## config.mk

```make
export PLATFORM = sky130hd
export DESIGN_NAME = uart_word_buffer_flat
export DESIGN_NICKNAME = d
export VERILOG_FILES = /design/src/rtl/uart_word_buffer_if.sv /design/src/rtl/uart_word_buffer.sv /design/src/flat_wrapper.sv
export SDC_FILE = /design/constraint.sdc
export NUM_CORES = 1
export LEC_CHECK = 0
export ABC_AREA = 1
export CAP_MARGIN = 40
export CORE_ASPECT_RATIO = 2
export CORE_MARGIN = 2
export CORE_UTILIZATION = 45
export CTS_CLUSTER_SIZE = 14
export DETAILED_ROUTE_END_ITERATION = 8
export GPL_TIMING_DRIVEN = 0
export SYNTH_ARGS = -nofsm -noshare
export SYNTH_HDL_FRONTEND = slang
export SYNTH_SLANG_ARGS = --single-unit
```

## constraint.sdc

```tcl
create_clock -name clk -period 5.2 [get_ports clk]
set_input_delay 1.04 -clock clk [delete_from_list [all_inputs] [get_ports clk]]
set_output_delay 1.04 -clock clk [all_outputs]
set_load 0.01 [all_outputs]
```

## src/rtl/uart_word_buffer_if.sv

```systemverilog
// Byte-in / word-out bus for the UART word buffer.
// The master side feeds received bytes and pops words; the buffer is the slave.
interface uart_word_buffer_if #(
  parameter int DEPTH = 16
);
  logic [7:0]              byte_data;
  logic                    byte_ok;
  logic                    rd_en;
  logic                    clr_overflow;
  logic [31:0]             word;
  logic                    valid;
  logic [$clog2(DEPTH):0]  count;
  logic                    overflow;
  logic [1:0]              partial;

  modport master (
    output byte_data, byte_ok, rd_en, clr_overflow,
    input  word, valid, count, overflow, partial
  );
  modport slave (
    input  byte_data, byte_ok, rd_en, clr_overflow,
    output word, valid, count, overflow, partial
  );
endinterface

```

## src/rtl/uart_word_buffer.sv

```systemverilog
// Packs UART bytes little-endian into 32-bit words and queues them in a
// first-word-fall-through FIFO. A stalled partial word is dropped after TIMEOUT idle cycles.
module uart_word_buffer #(
  parameter int DEPTH   = 16,
  parameter int TIMEOUT = 1000000
) (
  input  logic               clk,
  input  logic               reset,
  uart_word_buffer_if.slave  bus
);
  localparam int AW = $clog2(DEPTH);
  localparam int IW = (TIMEOUT < 2) ? 1 : $clog2(TIMEOUT);
  localparam int TL = (TIMEOUT == 0) ? 0 : TIMEOUT - 1;
  localparam logic [IW-1:0] TLAST = TL[IW-1:0];

  logic [23:0]   asm_q;
  logic [1:0]    partial_q;
  logic [IW-1:0] idle_q;
  logic [31:0]   mem [DEPTH];
  logic [AW-1:0] wr_ptr, rd_ptr;
  logic [AW:0]   count_q;
  logic          ovf_q;

  logic full, push, pop, accept, ovf_evt, tmo;

  assign full    = (count_q == (AW+1)'(DEPTH));
  assign pop     = bus.rd_en && (count_q != '0);
  assign push    = bus.byte_ok && (partial_q == 2'd3);
  assign accept  = push && (!full || pop);
  assign ovf_evt = push && full && !pop;
  // Discard fires on the edge where the idle count would reach TIMEOUT.
  assign tmo     = (TIMEOUT != 0) && !bus.byte_ok && (partial_q != 2'd0) && (idle_q == TLAST);

  always_ff @(posedge clk) begin
    if (reset) begin
      partial_q <= 2'd0;
      idle_q    <= '0;
    end else if (bus.byte_ok) begin
      partial_q <= partial_q + 2'd1;
      idle_q    <= '0;
    end else if (partial_q == 2'd0 || tmo) begin
      partial_q <= 2'd0;
      idle_q    <= '0;
    end else begin
      idle_q    <= idle_q + 1'b1;
    end
  end

  // Data path carries no reset; partial_q qualifies what is meaningful.
  always_ff @(posedge clk) begin
    if (!reset && bus.byte_ok) begin
      case (partial_q)
        2'd0:    asm_q[7:0]   <= bus.byte_data;
        2'd1:    asm_q[15:8]  <= bus.byte_data;
        2'd2:    asm_q[23:16] <= bus.byte_data;
        default: ;
      endcase
    end
    if (!reset && accept) mem[wr_ptr] <= {bus.byte_data, asm_q};
  end

  always_ff @(posedge clk) begin
    if (reset) begin
      wr_ptr  <= '0;
      rd_ptr  <= '0;
      count_q <= '0;
      ovf_q   <= 1'b0;
    end else begin
      if (accept) wr_ptr <= wr_ptr + 1'b1;
      if (pop)    rd_ptr <= rd_ptr + 1'b1;
      case ({accept, pop})
        2'b10:   count_q <= count_q + 1'b1;
        2'b01:   count_q <= count_q - 1'b1;
        default: ;
      endcase
      if (ovf_evt)               ovf_q <= 1'b1;
      else if (bus.clr_overflow) ovf_q <= 1'b0;
    end
  end

  assign bus.word     = mem[rd_ptr];
  assign bus.valid    = (count_q != '0);
  assign bus.count    = count_q;
  assign bus.overflow = ovf_q;
  assign bus.partial  = partial_q;
endmodule

```

## src/flat_wrapper.sv

```systemverilog
// flat-port wrapper written by rule: the top's interface ports become plain ports
module uart_word_buffer_flat 
#(
  parameter int DEPTH   = 16,
  parameter int TIMEOUT = 1000000
)
  (clk, reset, bus_byte_data, bus_byte_ok, bus_rd_en, bus_clr_overflow, bus_word, bus_valid, bus_count, bus_overflow, bus_partial);
  uart_word_buffer_if #(.DEPTH(DEPTH)) bus_i ();
  input  logic clk;
  input  logic reset;
  input wire logic [$bits(bus_i.byte_data)-1:0] bus_byte_data;
  input wire logic [$bits(bus_i.byte_ok)-1:0] bus_byte_ok;
  input wire logic [$bits(bus_i.rd_en)-1:0] bus_rd_en;
  input wire logic [$bits(bus_i.clr_overflow)-1:0] bus_clr_overflow;
  output wire logic [$bits(bus_i.word)-1:0] bus_word;
  output wire logic [$bits(bus_i.valid)-1:0] bus_valid;
  output wire logic [$bits(bus_i.count)-1:0] bus_count;
  output wire logic [$bits(bus_i.overflow)-1:0] bus_overflow;
  output wire logic [$bits(bus_i.partial)-1:0] bus_partial;
  assign bus_i.byte_data = bus_byte_data;
  assign bus_i.byte_ok = bus_byte_ok;
  assign bus_i.rd_en = bus_rd_en;
  assign bus_i.clr_overflow = bus_clr_overflow;
  assign bus_word = bus_i.word;
  assign bus_valid = bus_i.valid;
  assign bus_count = bus_i.count;
  assign bus_overflow = bus_i.overflow;
  assign bus_partial = bus_i.partial;
  uart_word_buffer #(.DEPTH(DEPTH), .TIMEOUT(TIMEOUT)) u_core (.clk(clk), .reset(reset), .bus(bus_i));
endmodule
```

# [Word-level counts from Yosys, hierarchy flattened]
# Memory sizes are Yosys's and may differ from the RTL's. A register that Yosys moved wholly into a read port is not among the register bits.
# Cells that the tools add are included.
[op_classes] addsub=6 eq_ne=7 mux=9 reduce_logical=25
[ops] operator="20-bit by 1-bit adder with 20-bit output, second input constant" n=1
[ops] operator="20-bit == test, second input constant" n=1
[ops] operator="5-bit case mux with 2 select lines" n=1
[ops] operator="1-bit logical AND" n=9
[ops] operator="4-bit by 1-bit adder with 4-bit output, second input constant" n=2
[ops] operator="4-bit two-way mux" n=2
[ops] operator="2-bit nonzero test" n=4
[ops] operator="2-bit == test, second input constant" n=3
[ops] operator="2-bit AND reduction" n=3
[ops] operator="5-bit by 1-bit adder with 5-bit output, second input constant" n=1
[ops] operator="5-bit == test, second input constant" n=1
[ops] operator="5-bit nonzero test" n=1
[ops] operator="5-bit by 1-bit subtractor with 5-bit output, second input constant" n=1
[ops] operator="2-bit by 1-bit == test with 1-bit output, second input constant" n=2
[ops] operator="1-bit logical NOT" n=4
[ops] operator="1-bit two-way mux" n=4
[ops] operator="2-bit two-way mux" n=2
[ops] operator="3-bit OR reduction" n=1
[ops] operator="2-bit by 1-bit adder with 2-bit output, second input constant" n=1
[ops] operator="2-bit logical NOT" n=1
[ops] operator="1-bit logical OR" n=2
[word_totals] register_bits=60 mem_bits_rw=512 input_bits=13 mem_count=1
[memory_table] name="u_core.mem" depth=16 width=32 rd=1 rd_ports_with_merged_regs=1 write_ports=1 line_no="uart_word_buffer.sv:19" text="logic [31:0] mem [DEPTH];"

# [Longest topological paths before layout]
[depth] ltp_word=7 ltp_mapped=15 ltp_nobuf=15

# [Worst setup path after synthesis]
# OpenSTA, ideal clock, no wires.
[synth_timing] kind="input-to-reg" from="in bus_byte_ok" to="mem u_core.mem[11][0] (enable)" setup_ns=0.461 arrival_time_ns=3.678 required_ns=4.739 path_slack_ns=1.061 cell_stages=4 path_buffers=0 path_cell_list="nand2_1 > nor2_1 > nand2_1 > nor3_1"
[synth_between] elab_chain_len=5
[synth_rtl] element="from (decl)" line_no="flat_wrapper.sv:12" text="input wire logic [$bits(bus_i.byte_ok)-1:0] bus_byte_ok;"
[synth_rtl] element="1-bit logical AND" line_no="uart_word_buffer.sv:28" text="assign push = bus.byte_ok && (partial_q == 2'd3);"
[synth_rtl] element="1-bit logical AND" line_no="uart_word_buffer.sv:29" text="assign accept = push && (!full || pop);"
[synth_rtl] element="1-bit logical AND" line_no="uart_word_buffer.sv:59" text="if (!reset && accept) mem[wr_ptr] <= {bus.byte_data, asm_q};"
[synth_rtl] element="1-bit two-way mux" line_no="uart_word_buffer.sv:59"
[synth_rtl] element="1-bit two-way mux (not written as such)" line_no="uart_word_buffer.sv:59"
[synth_rtl] element="to (decl)" line_no="uart_word_buffer.sv:19"
# No other way between the ends.

==> impl_results.md <==
- Initial standard-cell utilization of the core: 0.455
- Share of cells above drive strength 1: 0.0953
- Boundary Pins: 54
- Data arrival time of the critical path: 3.63 ns
- Synth Instances: 1653
- Resized Gates After CTS: 0
- Peak VDD IR: between 0.0003 and 0.0004 V
- Pins over their slew limit: 0
- Sinks on the clock net: 576
- First DRT Iteration DRCs: 1572
- Dominant cells by area after synthesis: edfxtp_1 (69%), mux2i_1 (5.5%), o211ai_1 (4.2%), dfxtp_1 (3.5%), a21oi_1 (3.1%)
- Overall Global Routing Usage: 0.258
- FFs w/ async S/R, synth: 0
- Combined area of the multi-input logic cells: around 5200 sq um
- Critical path's slowest cell: clkbuf_1
- Layout Utilization: 0.521
- Final antenna-violating net count: 0
- Total DRC errors in the routed layout: 0
- Maximum fanout along the worst path: 10
- Die span in x: 164 um
- Syn Area/Cell: between 10 and 15 sq um
- Die height: 325 um
- Kind of end point of the critical path: primary output
- CTS HTree Levels: 2
- Synth area leader: edfxtp_1
- Maximum number of pins on one net before global-route repair: 20
- Syn Nets: 1677
- HPWL after detailed placement: 45.9 mm
- Outcome: completed
- Commonest cells post-synth: edfxtp_1 (536), inv_1 (172), a21oi_1 (143)
- Die area: 53400 sq um
- Number of global-route vias before repair: 14425
- Post-DR wirelength/cell: 27.6 um
- Summed area of non-filler cells in the final layout: 26500 sq um
- Clock Latency Late Sink: 0.58 ns
- Cell area after placement: 25200 sq um
- Startpoint of the lowest-slack hold path: u_core.idle_q[0]
- Required @ worst endpoint: 4.16 ns
- PnR Total Power: 12.1 mW
- Post-Route WL: 68.6 mm
- Register area: 16900 sq um
- Leakage power summed over all cells: 8.85 nW
- Critical path, cell by cell: clkbuf_1 -> clkbuf_1 -> a21oi_1 -> o21ai_0 -> o211ai_1 -> nand3_1 -> nand2_1 -> clkdlybuf4s50_1
- Clock-pin slew on the worst setup and hold paths: approximately 0.060 ns
- Max Cap Violations: 0
- Number of buffer cells added on primary ports: 53
- Slew margin rel.: 0.334
- Worst hold-check path type: register to register
- CP delay by family, top: buffers and inverters
- Proportion of synthesized chip area in sequential cells: 0.729
- Final hold violation count: 0
- Synthesized flop and latch total: 576
- Via count: between 10000 and 15000
- Max Clock Freq: 214 MHz
- Core Box Area: 50900 sq um
- Average via count per standard cell: 5.83
- Summed instance area of the synthesized netlist: 23200 sq um
- Post-synth EDFFs: 536
- Number of placement rows: 117
- Number of nets in the layout: 1822
- Final critical-path share of the clock period: 0.899
- Count leader, synth: edfxtp_1
- Setup Fix Bufs, Post-CTS: 0
- Last weighted congestion value of the routability-driven placer: around 0.83
- Pwr Density: 456 nW/um^2
- Number of inserted diodes: 0
- Layout area overhead: 14.6%
- Clock tree from TritonCTS: yes
- Worst path max stage delay: 0.75 ns
- Setup-failing EPs final: 0
- Max Root-Sink Buffers: 3
- Post-Route Setup TNS: 0 ns
- Global-route wire length before repair: between 90 and 100 mm
- Hold-fix buffer count after cts: 0
- Buffers and inverters on the worst path: 3
- Number of antenna violations at the first check in global routing: 0
- Total overflow reported by the global router: 0
- R2R Path Start: u_core.bus.partial[0]
- Worst setup path class: register to primary output
- FILL cells: 4246
- Post-synthesis cell type count: 33
- Count of warnings emitted by yosys: 0
- Actual transition at the worst max-transition pin: 0.995 ns
- Proportion of netlist area held by the largest area contributor: 0.695
- Min cycle time layout: 4.67 ns
- RSZ-0062 raised after global routing: false
- Largest clock skew in the final design: 0.00998 ns
- Cell type with the highest occurrence count on the critical path: clkbuf_1
- Kind of launch point of the worst setup path: register
- TritonCTS buffer count: 48
- Count of TritonRoute iterations in the first routing pass: 6
- Leading register cell type out of synthesis: edfxtp_1
- Root buffer cell: clkbuf_16
==> layer usage <==
metal  routed length [um]  part of all wire  track usage
met2                36300              0.53        0.462
met5                    0                 0            0
met4                 3840             0.056        0.138
met3                 4640             0.068       0.0302
met1                23800              0.35        0.297
==> placed cells by master, fill, tap and decap left out, types with 33 or more instances in the layout <==
| master | instances |
|---|---|
| o21ai_1 | 41 |
| o211ai_1 | 129 |
| edfxtp_1 | 536 |
| clkbuf_1 | 74 |
| clkdlybuf4s50_1 | 53 |
| o21ai_0 | 131 |
| dfxtp_1 | 40 |
| nand3_1 | 46 |
| a21oi_1 | 143 |
| nor2_1 | 33 |
| inv_1 | 172 |
| mux2i_1 | 128 |
| clkbuf_16 | 49 |
| nand2_1 | 81 |
==> worst register-to-register path: stages, from the launching register on <==
cell and delay, ns:
dfxtp_1 0.42, ha_1 0.20, nand2_1 0.12, nor2_1 0.31, inv_1 0.13, nor2_1 0.18
nand2_1 0.28, nor2_4 0.77, buf_12 0.27
==> registers in the layout, indices dropped and copies added, names as in the netlist, named ones only <==
register	cells
u_core.idle_q	20
u_core.mem	512
u_core.bus.count	5
u_core.asm_q	24
u_core.bus.partial	2
u_core.rd_ptr	4
u_core.wr_ptr	4
u_core.bus.overflow	1
==> per-stage QoR <==
step | std cells | worst slack, ns | hold WS [ns]
6_report | 2480 | 0.528 | 0.454
5_1_grt | 2480 | 0.585 | 0.481
4_1_cts | 2479 | 0.626 | 0.457
3_5_place_dp | 2401 | 1.16 | 0.448
3_3_place_gp | 2360 | -3.16 | 0.428
2_1_floorplan | 1653 | 1.06 | 0.418
==> where the power goes <==
part,internal (mW),switching (mW),total [mW]
sequential,5.07,0.0730,5.15
combinational,1.32,2.33,3.65
clock,1.74,1.58,3.32
==> worst paths after layout <==
kind                        to  slack [ns]  depth (start not counted)
min           u_core.idle_q[0]        0.45                          1
max reg2reg  u_core.mem[1][28]        2.18                          8
max               bus_word[24]        0.53                          8
min reg2reg   u_core.idle_q[0]        0.45                          1
==> layout make-up <==
type | instances | share of cell area
tap | 654 | 0.0308
inverter | 177 | 0.0250
multi-input combinational | 806 | 0.196
clock buffer | 72 | 0.0498
timing repair buffer | 95 | 0.0414
sequential | 576 | 0.636
clock inverter | 6 | 0.000896
buffer | 94 | 0.0194
==> logic make-up after synthesis <==
kind of cell	count (synthesis)	share of synthesized area
and+or+nand+nor	209	0.0437
adders and majority gates	11	0.00594
xor gates and xnor gates	11	0.00416
DFF	576	0.729
buffers and inverters	271	0.0509
muxes	128	0.0553
AOI/OAI and AO/OA	447	0.111
Note: power is estimated with default switching activity, not from simulation.
